--- src/rtl/rv_core_pkg.sv ---
// Shared definitions for the integer register-file write-back path.
//   WIDTH        : register data width
//   ADRESS_WIDTH : register index width
//   wb_entry_t   : one buffered write {killed, rd, data}
package rv_core_pkg;

  localparam int unsigned WIDTH        = 32;
  localparam int unsigned ADRESS_WIDTH = 5;

  typedef struct packed {
    logic                    killed;
    logic [ADRESS_WIDTH-1:0] rd;
    logic [WIDTH-1:0]        data;
  } wb_entry_t;

endpackage

--- src/rtl/wb_fifo.sv ---
// Circular buffer of pending LSU register writes.
// Ports:
//   clk, rst        clock (rising edge), asynchronous active-low reset
//   push_i          write push_entry_i at the tail (ignored when full)
//   push_entry_i    entry to enqueue (killed bit may already be set)
//   pop_i           drop the head entry (ignored when empty)
//   kill_i/kill_rd_i mark every occupied entry with rd==kill_rd_i as killed
//   full_o/empty_o/count_o  occupancy status (killed entries still count)
//   head_o          entry at the head
//   live_o/rd_o     per-slot taps: slot occupied and not killed / slot rd
module wb_fifo
  import rv_core_pkg::*;
#(
  parameter  int unsigned DEPTH = 4,
  localparam int unsigned PW    = $clog2(DEPTH),
  localparam int unsigned CW    = PW + 1
) (
  input  logic                    clk,
  input  logic                    rst,
  input  logic                    push_i,
  input  wb_entry_t               push_entry_i,
  input  logic                    pop_i,
  input  logic                    kill_i,
  input  logic [ADRESS_WIDTH-1:0] kill_rd_i,
  output logic                    full_o,
  output logic                    empty_o,
  output logic [CW-1:0]           count_o,
  output wb_entry_t               head_o,
  output logic [DEPTH-1:0]        live_o,
  output logic [ADRESS_WIDTH-1:0] rd_o [DEPTH]
);

  wb_entry_t         mem_q [DEPTH];
  logic [PW-1:0]     wr_ptr_q;
  logic [PW-1:0]     rd_ptr_q;
  logic [CW-1:0]     count_q;
  logic [DEPTH-1:0]  occ;
  logic              do_push;
  logic              do_pop;

  assign full_o  = (count_q == CW'(DEPTH));
  assign empty_o = (count_q == '0);
  assign count_o = count_q;
  assign head_o  = mem_q[rd_ptr_q];
  assign do_push = push_i & ~full_o;
  assign do_pop  = pop_i & ~empty_o;

  // A slot is occupied when its distance from the read pointer (mod DEPTH)
  // is below the current count.
  always_comb begin
    occ = '0;
    for (int unsigned i = 0; i < DEPTH; i++) begin
      occ[i]   = ({1'b0, PW'(i) - rd_ptr_q} < count_q);
      live_o[i] = occ[i] & ~mem_q[i].killed;
      rd_o[i]   = mem_q[i].rd;
    end
  end

  always_ff @(posedge clk or negedge rst) begin
    if (!rst) begin
      wr_ptr_q <= '0;
      rd_ptr_q <= '0;
      count_q  <= '0;
      for (int unsigned i = 0; i < DEPTH; i++) mem_q[i] <= '0;
    end else begin
      for (int unsigned i = 0; i < DEPTH; i++) begin
        if (kill_i && occ[i] && (mem_q[i].rd == kill_rd_i)) mem_q[i].killed <= 1'b1;
      end
      // The tail slot is never occupied when a push is accepted, so it
      // cannot collide with the kill update above.
      if (do_push) begin
        mem_q[wr_ptr_q] <= push_entry_i;
        wr_ptr_q        <= wr_ptr_q + 1'b1;
      end
      if (do_pop) rd_ptr_q <= rd_ptr_q + 1'b1;
      case ({do_push, do_pop})
        2'b10:   count_q <= count_q + 1'b1;
        2'b01:   count_q <= count_q - 1'b1;
        default: count_q <= count_q;
      endcase
    end
  end

endmodule

--- src/rtl/regfile_wb_arbiter.sv ---
// Write-side front end of the integer register file.
// Merges ALU results (fixed priority, never stalled) and LSU load results
// (valid/ready, buffered in wb_fifo) into one registered write port.
// Queued LSU writes superseded by a later ALU write to the same rd are
// killed and later popped silently. Provides pending-write queries.
// Optional feature macro: WB_BYPASS_EN (drives byp_hit*/byp_data* from wb_*).
// Ports:
//   clk, rst                      clock, asynchronous active-low reset
//   alu_valid/alu_rd/alu_data     ALU result (always accepted)
//   lsu_valid/lsu_ready/lsu_rd/lsu_data  LSU load result handshake
//   wb_we/wb_addr/wb_data         registered regfile write port
//   q_addr0/1 -> q_pend0/1        live pending write for that register
//   byp_hit0/1, byp_data0/1       bypass of the write landing next edge
//   fifo_count                    occupied FIFO entries (incl. killed)
module regfile_wb_arbiter
  import rv_core_pkg::*;
#(
  parameter int unsigned WIDTH        = rv_core_pkg::WIDTH,
  parameter int unsigned ADRESS_WIDTH = rv_core_pkg::ADRESS_WIDTH,
  parameter int unsigned FIFO_DEPTH   = 4
) (
  input  logic                          clk,
  input  logic                          rst,
  input  logic                          alu_valid,
  input  logic [ADRESS_WIDTH-1:0]       alu_rd,
  input  logic [WIDTH-1:0]              alu_data,
  input  logic                          lsu_valid,
  output logic                          lsu_ready,
  input  logic [ADRESS_WIDTH-1:0]       lsu_rd,
  input  logic [WIDTH-1:0]              lsu_data,
  output logic                          wb_we,
  output logic [ADRESS_WIDTH-1:0]       wb_addr,
  output logic [WIDTH-1:0]              wb_data,
  input  logic [ADRESS_WIDTH-1:0]       q_addr0,
  input  logic [ADRESS_WIDTH-1:0]       q_addr1,
  output logic                          q_pend0,
  output logic                          q_pend1,
  output logic                          byp_hit0,
  output logic                          byp_hit1,
  output logic [WIDTH-1:0]              byp_data0,
  output logic [WIDTH-1:0]              byp_data1,
  output logic [$clog2(FIFO_DEPTH):0]   fifo_count
);

  localparam int unsigned CW = $clog2(FIFO_DEPTH) + 1;

  logic                    wb_we_q, wb_we_d;
  logic [ADRESS_WIDTH-1:0] wb_addr_q, wb_addr_d;
  logic [WIDTH-1:0]        wb_data_q, wb_data_d;

  logic                    alu_take;
  logic                    push;
  logic                    pop;
  logic                    full;
  logic                    empty;
  logic [CW-1:0]           count;
  wb_entry_t               push_entry;
  wb_entry_t               head;
  logic [FIFO_DEPTH-1:0]   live;
  logic [ADRESS_WIDTH-1:0] rd_tap [FIFO_DEPTH];

  assign alu_take  = alu_valid & (alu_rd != '0);
  assign lsu_ready = ~full;
  assign push      = lsu_valid & ~full & (lsu_rd != '0);
  // A killed head is discarded even while the ALU owns the port.
  assign pop       = ~empty & (head.killed | ~alu_take);

  // An LSU result arriving with a same-rd ALU write is the older value.
  always_comb begin
    push_entry        = '0;
    push_entry.killed = alu_take & (alu_rd == lsu_rd);
    push_entry.rd     = lsu_rd;
    push_entry.data   = lsu_data;
  end

  wb_fifo #(
    .DEPTH (FIFO_DEPTH)
  ) u_fifo (
    .clk          (clk),
    .rst          (rst),
    .push_i       (push),
    .push_entry_i (push_entry),
    .pop_i        (pop),
    .kill_i       (alu_take),
    .kill_rd_i    (alu_rd),
    .full_o       (full),
    .empty_o      (empty),
    .count_o      (count),
    .head_o       (head),
    .live_o       (live),
    .rd_o         (rd_tap)
  );

  always_comb begin
    wb_we_d   = 1'b0;
    wb_addr_d = wb_addr_q;
    wb_data_d = wb_data_q;
    if (alu_take) begin
      wb_we_d   = 1'b1;
      wb_addr_d = alu_rd;
      wb_data_d = alu_data;
    end else if (~empty && ~head.killed) begin
      wb_we_d   = 1'b1;
      wb_addr_d = head.rd;
      wb_data_d = head.data;
    end
  end

  always_ff @(posedge clk or negedge rst) begin
    if (!rst) begin
      wb_we_q   <= 1'b0;
      wb_addr_q <= '0;
      wb_data_q <= '0;
    end else begin
      wb_we_q   <= wb_we_d;
      wb_addr_q <= wb_addr_d;
      wb_data_q <= wb_data_d;
    end
  end

  assign wb_we      = wb_we_q;
  assign wb_addr    = wb_addr_q;
  assign wb_data    = wb_data_q;
  assign fifo_count = count;

  always_comb begin
    q_pend0 = wb_we_q & (wb_addr_q == q_addr0);
    q_pend1 = wb_we_q & (wb_addr_q == q_addr1);
    for (int unsigned i = 0; i < FIFO_DEPTH; i++) begin
      q_pend0 = q_pend0 | (live[i] & (rd_tap[i] == q_addr0));
      q_pend1 = q_pend1 | (live[i] & (rd_tap[i] == q_addr1));
    end
    if (q_addr0 == '0) q_pend0 = 1'b0;
    if (q_addr1 == '0) q_pend1 = 1'b0;
  end

`ifdef WB_BYPASS_EN
  assign byp_hit0  = wb_we_q & (wb_addr_q == q_addr0) & (q_addr0 != '0);
  assign byp_hit1  = wb_we_q & (wb_addr_q == q_addr1) & (q_addr1 != '0);
  assign byp_data0 = wb_data_q;
  assign byp_data1 = wb_data_q;
`else
  assign byp_hit0  = 1'b0;
  assign byp_hit1  = 1'b0;
  assign byp_data0 = '0;
  assign byp_data1 = '0;
`endif

endmodule

--- config.mk ---
export PLATFORM = sky130hd
export DESIGN_NAME = regfile_wb_arbiter
export DESIGN_NICKNAME = d
export VERILOG_FILES = /design/src/rtl/rv_core_pkg.sv /design/src/rtl/wb_fifo.sv /design/src/rtl/regfile_wb_arbiter.sv
export SDC_FILE = /design/constraint.sdc
export NUM_CORES = 1
export LEC_CHECK = 0
export BUFFER_PORTS_ARGS = -buffer_cell sky130_fd_sc_hd__buf_2
export CAP_MARGIN = 20
export CELL_PAD_IN_SITES_DETAIL_PLACEMENT = 2
export CELL_PAD_IN_SITES_GLOBAL_PLACEMENT = 2
export CORE_MARGIN = 2
export CORE_UTILIZATION = 26
export DETAILED_ROUTE_END_ITERATION = 12
export PLACE_DENSITY = 0.54
export SLEW_MARGIN = 30
export SYNTH_ARGS = -nofsm -noshare
export SYNTH_HDL_FRONTEND = slang
export SYNTH_SLANG_ARGS = --single-unit
--- constraint.sdc ---
create_clock -name clk -period 4.3 [get_ports clk]
set_input_delay 0.43 -clock clk [delete_from_list [all_inputs] [get_ports clk]]
set_output_delay 0.43 -clock clk [all_outputs]
set_load 0.03 [all_outputs]
**Word-level counts from Yosys, hierarchy flattened**

Index checks and enable logic that the tools add are counted.

- Flip-flop bits (word level): 197
- Bits in latches: 0
- RAM bits: 0
- ROM bits: 0
- Output and inout bits: 110
- Word-level logic and storage cells: 128
- Memories kept: 0

- Add/subtract/negate cells: 8
- Multiply operators: 0
- Div/mod/pow operators: 0
- $lt $le $gt $ge: 7
- Equal/unequal tests: 18
- Shift operators: 0
- Multiplexer cells: 20
- Bitwise operators: 40
- Reductions and logical operators: 17

Operators by type and width:

| cell | count |
|---|---|
| bitwise mux 152 bit | 1 |
| 2-to-1 mux 152 bit | 1 |
| 2-to-1 mux 38 bit | 3 |
| binary-select mux 38 bit (select 2 bit) | 1 |
| demux 38 bit (select 2 bit) | 1 |
| == test 5 bit | 15 |
| 2-to-1 mux 32 bit | 2 |
| bitwise AND 1 bit | 21 |
| < comparator 2 x 3 -> 1 bit | 4 |
| logical AND 1 bit | 10 |
| zero test 5 bit | 2 |
| 2-to-1 mux 5 bit | 2 |
| nonzero test 5 bit | 2 |
| OR 1 bit | 9 |
| 2-to-1 mux 1 bit | 8 |
| inverter 1 bit | 8 |
| >= comparator 3 bit, second input constant | 2 |
| inverter 2 -> 3 bit | 2 |
| one-hot mux 3 bit (2 select lines) | 1 |
| adder 2 x 1 -> 2 bit, second input constant | 2 |
| nonzero test 2 bit | 2 |
| subtractor 1 x 2 -> 2 bit, first input constant | 2 |
| subtractor 2 bit, first input constant | 2 |
| adder 3 x 1 -> 3 bit, second input constant | 1 |
| 6 further kinds | 6 |

**Longest topological paths before layout**

Gate-level depths: netlist of run 1.

- Depth after elaboration: 9
- Depth in mapped cells: 11

**By module**

Synthesis of run 1 repeated with hierarchy kept, for this count alone.

- Cell total of the unflattened synthesis: 816
- Area total of the unflattened synthesis: 10869.2 um2

By module, submodules not included:

| module | instances | cells an instance | area an instance (um2) | sequential area each (um2) |
|---|---|---|---|---|
| wb_fifo | 1 | 485 | 7891.3 | 3978.8 |
| regfile_wb_arbiter | 1 | 331 | 2977.9 | 950.9 |

**Least setup slack after synthesis of run 1**

OpenSTA, ideal clock, no wires.

- Path type: reg-to-output
- Start: register u_fifo.rd_ptr_q[1]
- End: output port q_pend1
- Arrival time: 2.614 ns
- Required time: 3.870 ns
- Slack: 1.256 ns
- Cell stages (with the launch flop): 12
- Cells stage by stage: dfrtp_1 > buf_2 > buf_2 > buf_1 > xor2_1 > inv_1 > ha_1 > nor2b_1 > a221oi_1 > nand3_1 > o21ai_0 > o22a_1

- Longest elaborated chain between the ends: 9
- Elaborated cells on any way between the ends: 21

RTL lines:

| item | RTL line | text |
|---|---|---|
| start, declared | wb_fifo.sv:35 | `logic [PW-1:0] rd_ptr_q;` |
| start signal, assigned | wb_fifo.sv:75 | `if (do_pop) rd_ptr_q <= rd_ptr_q + 1'b1;` |
| subtractor 1 x 2 -> 2 bit | wb_fifo.sv:53 | `occ[i] = ({1'b0, PW'(i) - rd_ptr_q} < count_q);` |
| < comparator 2 x 3 -> 1 bit | wb_fifo.sv:53 |  |
| bitwise AND 1 bit | wb_fifo.sv:54 | `live_o[i] = occ[i] & ~mem_q[i].killed;` |
| bitwise AND 1 bit | regfile_wb_arbiter.sv:131 | `q_pend1 = q_pend1 \| (live[i] & (rd_tap[i] == q_addr1));` |
| OR 1 bit (3 in series) | regfile_wb_arbiter.sv:131 |  |
| OR 1 bit * | regfile_wb_arbiter.sv:131 |  |
| 2-to-1 mux 1 bit * | regfile_wb_arbiter.sv:134 | `if (q_addr1 == '0) q_pend1 = 1'b0;` |
| end, declared | regfile_wb_arbiter.sv:37 | `output logic q_pend1,` |

Every way passes the cells marked *; elsewhere a longest branch is shown, timed or not.

**Worst setup path in the final report of run 1**

- Start: register u_fifo.rd_ptr_q[1]
- End: output port q_pend0

- Longest elaborated chain between the ends: 9
- Elaborated cells on any way between the ends: 21

RTL lines:

| item | RTL line | text |
|---|---|---|
| subtractor 1 x 2 -> 2 bit | wb_fifo.sv:53 |  |
| < comparator 2 x 3 -> 1 bit | wb_fifo.sv:53 |  |
| bitwise AND 1 bit | wb_fifo.sv:54 |  |
| bitwise AND 1 bit | regfile_wb_arbiter.sv:130 | `q_pend0 = q_pend0 \| (live[i] & (rd_tap[i] == q_addr0));` |
| OR 1 bit (3 in series) | regfile_wb_arbiter.sv:130 |  |
| OR 1 bit * | regfile_wb_arbiter.sv:130 |  |
| 2-to-1 mux 1 bit * | regfile_wb_arbiter.sv:133 | `if (q_addr0 == '0) q_pend0 = 1'b0;` |
| end, declared | regfile_wb_arbiter.sv:36 | `output logic q_pend0,` |

Marked as above.

==> impl_metrics.tcl, run 1 <==
set metrics [dict create \
    fmax_mhz 279.1 \
    die_h_microns 208.3 \
    syn_inst 798 \
    layout_common_cells "195 x dfrtp_1, 130 x buf_2, 76 x mux2_4" \
    die_x_microns 208.3 \
    synth_top_area_share_pct 45.44 \
    start_util_pct 26.45 \
    grt_overflow 0 \
    drt_wl_total_microns 29600 \
    ys_ff_latch 197 \
    post_cts_buffers 0 \
    clockBufferDepth 2 \
    worst-setup-path-type "flip-flop to output pin" \
    postCtsHoldBufs 0 \
    syn_area_sq_um 10850 \
    layout_commonest_cell "dfrtp_1" \
    cp_data_arrival_time_ns 3.15 \
    seqCellArea_sq_um 4935 \
    dr_total_vias 6433 \
    power_density_nw_per_um2 795.7 \
    drive_gt1_share_pct 40.31 \
    yosysTopAreaCell "dfrtp_1" \
    tightestPinTransition_ns 0.8549 \
    die_area_sq_um 43370 \
    cp_max_fo 20 \
    avgViaCountPerCell 4.446 \
    cts_tree "yes" \
    cts-htree-levels 4 \
    dr.pass1.iters 4 \
    critPathCaptureType "output pin" \
    cap_violations 0 \
    num_rows 74 \
    cts_resized 0 \
    synth_ff_type "dfrtp_1" \
    clock_latency_ns 0.45 \
    ys_seq_area_share_pct 45.44 \
    clockRootBuffer "clkbuf_16" \
    synth_cell_types 43 \
    synth_area_leaders "dfrtp_1 45%, mux2_4 11%, mux4_2 7.9%, mux2_2 7.5%, buf_4 5.2%" \
    leakage_nw 5.559 \
    cts_inserted_buffers 17 \
    holdWs_ns 0.04578 \
    coreArea_sq_um 41020 \
    track_usage_pct 14.17 \
    hp-class "primary input to asynchronous set/reset pin" \
    hpwl_microns 19670 \
    async_reset_ff_share_pct 100.0 \
    synth_area_per_cell_sq_um 13.59 \
    cpMaxStageDelayCell "dfrtp_2" \
    drtIter0Drc 215 \
    first_global_vias 7233 \
    final_core_util_pct 29.45 \
    slowest_delay_ns 0.79 \
    timing.setup.tns_ns 0 \
    multi_input_area_sq_um 5154 \
    synth_warnings 0 \
    route.detailed.wl_per_inst_microns 20.46 \
    final_area_sq_um 12080 \
    clock-sinks 197 \
    period_needed_ns 3.584 \
    path_cells "inv_1, ha_1, nor2b_1, a221oi_1, nand4_1, nand3_1, o22a_1, buf_2" \
    rsz0062_at_grt "false" \
    place_area_sq_um 11540 \
    ant_nets 0 \
    vdd_ir_drop_max_mv 0.2765 \
    critPathTopFamily "flip-flops" \
    fillers 4389 \
    skew_ns 0.01138 \
    gp_congestion 0.7587 \
    finalMaxSlewViolations 0 \
    cp.required_ns 3.87 \
    hold_viol 0 \
    grt_max_degree 97 \
    ios 198 \
    drc_errors 0 \
    period_share_pct 83.34 \
    layout.nets 1002 \
    setup_viol 0 \
    max-slew-margin-rel_pct 43.01 \
    critPathLaunchType "flip-flop" \
    antenna_found_initial 5 \
    io_buffers 131 \
    path_clk_slew_ns 0.07 \
    synth-edff-count 0 \
    status "finished, final reports clean" \
    crit_buf_inv 2 \
    areaGrowthSynthToFinish_pct 11.36 \
    grt_first_pass_wirelength_microns 46600 \
]
## final cells by class
| class | instances | share of cell area, % |
|---|---|---|
| clock inverter | 9 | 0.6939 |
| tap | 532 | 5.510 |
| clock buffer | 19 | 3.749 |
| multi-input combinational | 536 | 42.66 |
| inverter | 10 | 0.3107 |
| timing repair buffer | 142 | 6.183 |
| antenna | 2 | 0.04143 |
| sequential | 197 | 40.85 |
## metrics by stage
stage                     setup WS, ns  instances  power (W)
final                           0.7165       1447   0.009612
after floorplan                  1.256        863   0.007060
after global routing            0.5139       1445    0.01034
after detailed placement         1.207       1417   0.008199
after global placement           1.224       1417   0.008070
after CTS                       0.7036       1445   0.009820
## worst register-to-register path: cells and delay by family (launching register included)
| family | cells | cell delay [ns] |
|---|---|---|
| compound gates | 2 | 0.35 |
| buf+inv | 1 | 0.08 |
| fa+ha+maj | 2 | 0.67 |
| mux | 1 | 0.66 |
| flops | 1 | 0.79 |
## Yosys cell counts, drive strengths merged, types with 11 or more instances
master  count
mux4       38
buf       104
clkbuf     16
xor2       43
nor3       11
dfrtp     197
mux2      148
mux2i      41
nand2      46
xnor2      39
o21ai      43
## final timing paths
check                              startpoint                 to  slack, ns  depth (start not counted)
setup / recovery           u_fifo.rd_ptr_q[1]            q_pend0       0.72                          8
hold / removal                            rst        wb_data[18]       0.05                          1
setup reg to reg           u_fifo.rd_ptr_q[1]  u_fifo.count_o[1]       1.70                          6
hold reg to reg                   wb_data[30]        wb_data[30]       0.48                          2
max in group asynchronous                 rst        wb_data[29]       3.11                          2
min in group clk                  alu_data[2]         wb_data[2]       0.25                          3
## layer usage
metal	up-vias	global-route usage (%)	share of wire [%]
met2	121	23.23	49
met1	3389	18.99	46
met5	-	0	0.19
met4	8	3.647	1.1
met3	26	3.019	4.1
li1	2889	-	-
## report_power, final
group / internal (W) / switching (W)
Clock: 0.000814 / 0.000734
Sequential: 0.00281 / 0.000831
Combinational: 0.00229 / 0.00213
Total: 0.00592 / 0.00369
## cells by family after synthesis
family	count (synthesis)	synth area share, %
mux	227	29.67
simple gates	87	4.060
fa+ha+maj	10	1.223
flops	197	45.44
compound gates	64	3.587
other cells	1	0.03457
xor+xnor	82	6.621
buf+inv	130	9.365
Power figures use the tool's default switching activity.
==> inputs of run 2 (changes only) <==
clock period = 3.3 ns   (was 4.3 ns; I/O delays follow)
==> run 2 against run 1 <==
Clock-buffer cell count is 1 higher. Highest routed layer unchanged. Register-to-register slack worse by 0.93 ns. Sequential cell count stayed put. Setup slack worse by 0.47 ns. Critical path depth is 2 lower. Global-route usage is 0.14 points higher. Largest power group unchanged. Via count is 0.33% higher. Critical endpoint unchanged. Largest cell class unchanged. Sequential power is 28% higher. Clock power is 37% higher. Sequential share of layout area is 0.74 points lower. First-iteration DRC count is 1.9% higher.
==> impl_metrics.tcl, run 2 (synthesis gave the netlist of run 1 again) <==
set metrics [dict create \
    status "finished, final reports clean" \
    startpoint "u_fifo.count_o[2]" \
    cp_data_arrival_time_ns 2.72 \
    rsz0062_at_grt "false" \
    fmax_mhz 327.9 \
    antenna_found_initial 4 \
    timing.setup.tns_ns 0 \
    rr_endpoint "u_fifo.count_o[2]" \
    clockRootBuffer "clkbuf_16" \
    holdWs_ns 0.1570 \
    gp_congestion 0.7757 \
    die_area_sq_um 43370 \
    first_global_vias 7351 \
    dr_total_vias 6454 \
    hpwl_microns 20680 \
    cts_inserted_buffers 17 \
    tightestPinTransition_ns 0.7768 \
    power_density_nw_per_um2 1043 \
    period_needed_ns 3.050 \
    critPathLaunchType "flip-flop" \
    drc_errors 0 \
    place_area_sq_um 11660 \
    setup_viol 0 \
    critPathCaptureType "output pin" \
    ios 198 \
    drt_wl_total_microns 29980 \
    clockBufferDepth 2 \
    coreArea_sq_um 41020 \
    finalMaxSlewViolations 0 \
    post_cts_buffers 0 \
    grt_first_pass_wirelength_microns 47170 \
    cts_tree "yes" \
    dr.pass1.iters 4 \
    drtIter0Drc 219 \
    layout_common_cells "195 x dfrtp_1, 130 x buf_2, 76 x mux2_4" \
    vdd_ir_drop_max_mv 0.3489 \
    r2r-start "u_fifo.count_o[2]" \
    hp-class "primary input to flip-flop" \
    cp.required_ns 2.97 \
    period_share_pct 92.41 \
    die_x_microns 208.3 \
    skew_ns 0.01417 \
    leakage_nw 5.666 \
    max-slew-margin-rel_pct 48.21 \
    areaGrowthSynthToFinish_pct 13.41 \
    worst-setup-path-type "flip-flop to output pin" \
    clock-sinks 197 \
    route.detailed.wl_per_inst_microns 20.57 \
    final_area_sq_um 12300 \
    clock_latency_ns 0.45 \
    ant_nets 0 \
    die_h_microns 208.3 \
    final_core_util_pct 30.00 \
    layout_commonest_cell "dfrtp_1" \
    r2r_cells 8 \
    hold_viol 0 \
    grt_max_degree 81 \
    num_rows 74 \
    cap_violations 0 \
    path_clk_slew_ns 0.08 \
    io_buffers 131 \
    start_util_pct 26.45 \
    drive_gt1_share_pct 41.30 \
    reg2reg_slack_ns 0.77 \
    cp_max_fo 10 \
    track_usage_pct 14.31 \
    grt_overflow 0 \
    layout.nets 1010 \
    cts-htree-levels 4 \
    setup.worst_path.end "q_pend0" \
    avgViaCountPerCell 4.427 \
]
run 2: cell types whose count changed in the layout (fill, tap and decap cells not counted), sizes merged:
| cell | delta |
|---|---|
| inv | +3 |
| clkbuf | +1 |
| buf | +7 |
| dlygate4sd3 | +1 |
| diode | -1 |
run 2: through the flow:
step | setup slack [ns] | instances | total power (W)
after floorplan | 0.3563 | 863 | 0.009200
after global placement | 0.4141 | 1423 | 0.01060
after detailed placement | 0.3231 | 1423 | 0.01078
after CTS | 0.08300 | 1456 | 0.01301
after global routing | 0.05016 | 1457 | 0.01376
final | 0.2503 | 1458 | 0.01283
run 2: what timing repair did:
action                                 4_1_cts  5_1_grt
resized for setup                            0        3
endpoints found under the hold margin       78        0
setup endpoints to repair                    0        2
hold buffers                                 1        0
run 2: final cells by class:
class,count,area [sq um]
clock inverters,12,118.9
clock buffers,20,466.7
repair buffers,150,904.6
flip-flops and latches,197,4935
fillers,4366,28710
diodes,1,2.502
well taps,532,665.6
inverters,10,37.54
multi-input cells,536,5172
run 2: critical path, cell delays in order, from the launching register on:
cell	delay, ns
dfrtp_1	0.59
clkinv_1	0.41
a221oi_1	0.61
nand4_1	0.17
nand3_1	0.15
o22a_1	0.15
buf_2	0.19
run 2: routing by layer:
layer,vias up,part of all wire [%],GRT usage [%]
li1,2898,-,-
met1,3401,47,19.25
met2,124,49,23.17
met3,25,3.4,3.170
met4,6,1.3,3.895
met5,-,0.15,0
run 2: worst min-delay path by stage:
stage	from	to	slack (ns)	cells after the start
floorplan	rst	asynchronous set/reset pin	0.03	0
global placement	rst	asynchronous set/reset pin	0.44	1
detailed placement	rst	asynchronous set/reset pin	0.44	1
CTS	lsu_data[11]	flip-flop	0.13	2
global route	lsu_data[0]	flip-flop	0.14	2
finish	lsu_data[0]	flip-flop	0.16	2
run 2: power breakdown:
| group | total (W) | internal, W | leakage [nW] | switching [W] |
|---|---|---|---|---|
| combinational | 0.00604 | 0.00309 | 3.04 | 0.00295 |
| clock | 0.00213 | 0.00111 | 0.278 | 0.00101 |
| sequential | 0.00466 | 0.00367 | 2.35 | 0.000996 |
| total | 0.0128 | 0.00787 | 5.67 | 0.00496 |
==> inputs of run 3 (changes only) <==
--- a/constraint.sdc
+++ b/constraint.sdc
@@ -3,2 +3,2 @@
 set_output_delay 0.33 -clock clk [all_outputs]
-set_load 0.03 [all_outputs]
+set_load 0.02 [all_outputs]
==> run 3 against run 2 <==
Final cell count shrank 0.14%. Via count is 0.71% lower. Sequential cell count unchanged. Clock skew shrank 0.0022 ns. Critical path type unchanged. Cell area decreased by 0.29%. Critical endpoint unchanged. Total power shrank 2.5%. Non-clock buffer count shrank 1. Setup slack improved by 0.0054 ns. Maximum frequency up 0.18%.
==> impl_metrics.tcl, run 3 (synthesis gave the netlist of run 1 again) <==
set metrics [dict create \
    slowest_delay_ns 0.53 \
    cp_data_arrival_time_ns 2.71 \
    layout_common_cells "195 x dfrtp_1, 130 x buf_2, 76 x mux2_4" \
    route.detailed.wl_per_inst_microns 20.05 \
    final_core_util_pct 29.91 \
    cts_inserted_buffers 17 \
    busiest_layer "met2" \
    period_share_pct 92.25 \
    leakage_nw 5.650 \
    gp_congestion 0.7726 \
    hold_viol 0 \
    cpMaxStageDelayCell "a221oi_1" \
    ios 198 \
    skew_ns 0.01201 \
    timing.setup.tns_ns 0 \
    grt_max_degree 94 \
    critPathTopFamily "compound AO/OA/AOI/OAI gates" \
    use_met3_pct 2.943 \
    p_sw_w 0.004644 \
    clockRootBuffer "clkbuf_16" \
    die_x_microns 208.3 \
    areaGrowthSynthToFinish_pct 13.08 \
    max-slew-margin-rel_pct 44.06 \
    finalMaxSlewViolations 0 \
    layout.nets 1009 \
    ant_nets 0 \
    num_rows 74 \
    critPathCaptureType "output pin" \
    hpwl_microns 20170 \
    use_met1_pct 18.83 \
    cp.required_ns 2.97 \
    drtIter0Drc 192 \
    crit_buf_inv 2 \
    period_needed_ns 3.044 \
    tightestPinTransition_ns 0.8390 \
    clock-sinks 197 \
    path_cells "inv_1, ha_1, nor2b_1, a221oi_1, nand4_1, nand3_1, o22a_1, buf_2" \
    rsz0062_at_grt "false" \
    start_util_pct 26.45 \
    seqPwrFrac_pct 37.0 \
    comb_power_share_pct 45.7 \
    p_sw_share_pct 37.12 \
    cts-htree-levels 4 \
    coreArea_sq_um 41020 \
    cts_tree "yes" \
    post_cts_buffers 0 \
    startpoint "u_fifo.count_o[1]" \
    drt_wl_total_microns 29190 \
    path_clk_slew_ns 0.08 \
    holdWs_ns 0.1560 \
    die_area_sq_um 43370 \
    clockBufferDepth 2 \
    io_buffers 131 \
    p_int_w 0.007865 \
    drive_gt1_share_pct 40.85 \
    grt_first_pass_wirelength_microns 46130 \
    cap_violations 0 \
    fmax_mhz 328.5 \
    avgViaCountPerCell 4.401 \
    die_h_microns 208.3 \
    critPathLaunchType "flip-flop" \
    cp_max_fo 5 \
    track_usage_pct 14.01 \
    p_clk_share_pct 17.3 \
    min-delay-start "lsu_data[31]" \
    worst-setup-path-type "flip-flop to output pin" \
    power_density_nw_per_um2 1020 \
    drc_errors 0 \
    vdd_ir_drop_max_mv 0.3797 \
    clock_latency_ns 0.45 \
    dr.pass1.iters 4 \
    setup_viol 0 \
    grt_overflow 0 \
    r2r-start "u_fifo.rd_ptr_q[1]" \
    dr_total_vias 6408 \
    antenna_found_initial 5 \
    hp-class "primary input to flip-flop" \
    first_global_vias 7266 \
    status "finished, final reports clean" \
    layout_commonest_cell "dfrtp_1" \
    met2_usage_pct 22.82 \
]
[run 3: changes by cell type in the layout (fill, tap and decap cells not counted), sizes merged]
cell	delta
clkinv	-1
clkbuf	-1
clkinvlp	-1
bufinv	+1
buf	-1
inv	+1
[run 3: path summary, 6_finish.rpt]
kind	to	slack, ns	cells after the start
max	q_pend0	0.26	8
min	flip-flop	0.16	2
max reg2reg	u_fifo.count_o[1]	0.83	7
min reg2reg	wb_data[7]	0.48	2
max in group asynchronous	asynchronous set/reset pin	1.92	3
min in group asynchronous	wb_data[18]	0.49	2
[run 3: power groups by stage]
stage	combinational [W]	sequential [W]	clock [W]
floorplan	0.00433	0.00462	0
finish	0.00571	0.00463	0.00217
detailed placement	0.00582	0.00467	0
global placement	0.00570	0.00463	0
CTS	0.00584	0.00465	0.00225
global route	0.00628	0.00481	0.00234
[run 3: routing by layer]
metal  up-vias  routed length (microns)
li1       2899                        -
met3        27                      995
met4         8                      322
met2       117                    14060
met1      3357                    13770
met5         -                       55
[run 3: through the flow]
stage               std cells  worst slack, ns  total power, W  cell area (sq um)
global placement         1423           0.6331         0.01033              11660
CTS                      1455           0.1449         0.01273              12260
detailed placement       1423           0.6075         0.01049              11660
finish                   1456           0.2557         0.01251              12270
floorplan                 863           0.4209        0.008958              11090
global route             1455          0.06684         0.01344              12260
[run 3: repair_timing]
| action | in CTS | in global routing |
|---|---|---|
| endpoints found under the hold margin | 2 | 0 |
| endpoints found under the setup margin | 0 | 2 |
| gates resized for setup | 0 | 1 |
| hold buffers | 1 | 0 |
[run 3: final cells by class]
cell class / count / area (sq um)
well taps: 532 / 665.6
fillers: 4369 / 28750
repair buffers: 149 / 877.1
flip-flops and latches: 197 / 4935
inverters: 10 / 37.54
clock inverters: 12 / 146.4
multi-input cells: 536 / 5160
clock buffers: 19 / 442.9
diodes: 1 / 2.502
[run 3: worst reg2reg max path, stage by stage, from the launching register on]
cell and delay (ns):
dfrtp_2 0.38, buf_4 0.33, mux4_2 0.60, a2bb2oi_2 0.17, ha_1 0.24, inv_1 0.07, fa_1 0.42, o21ai_0 0.18
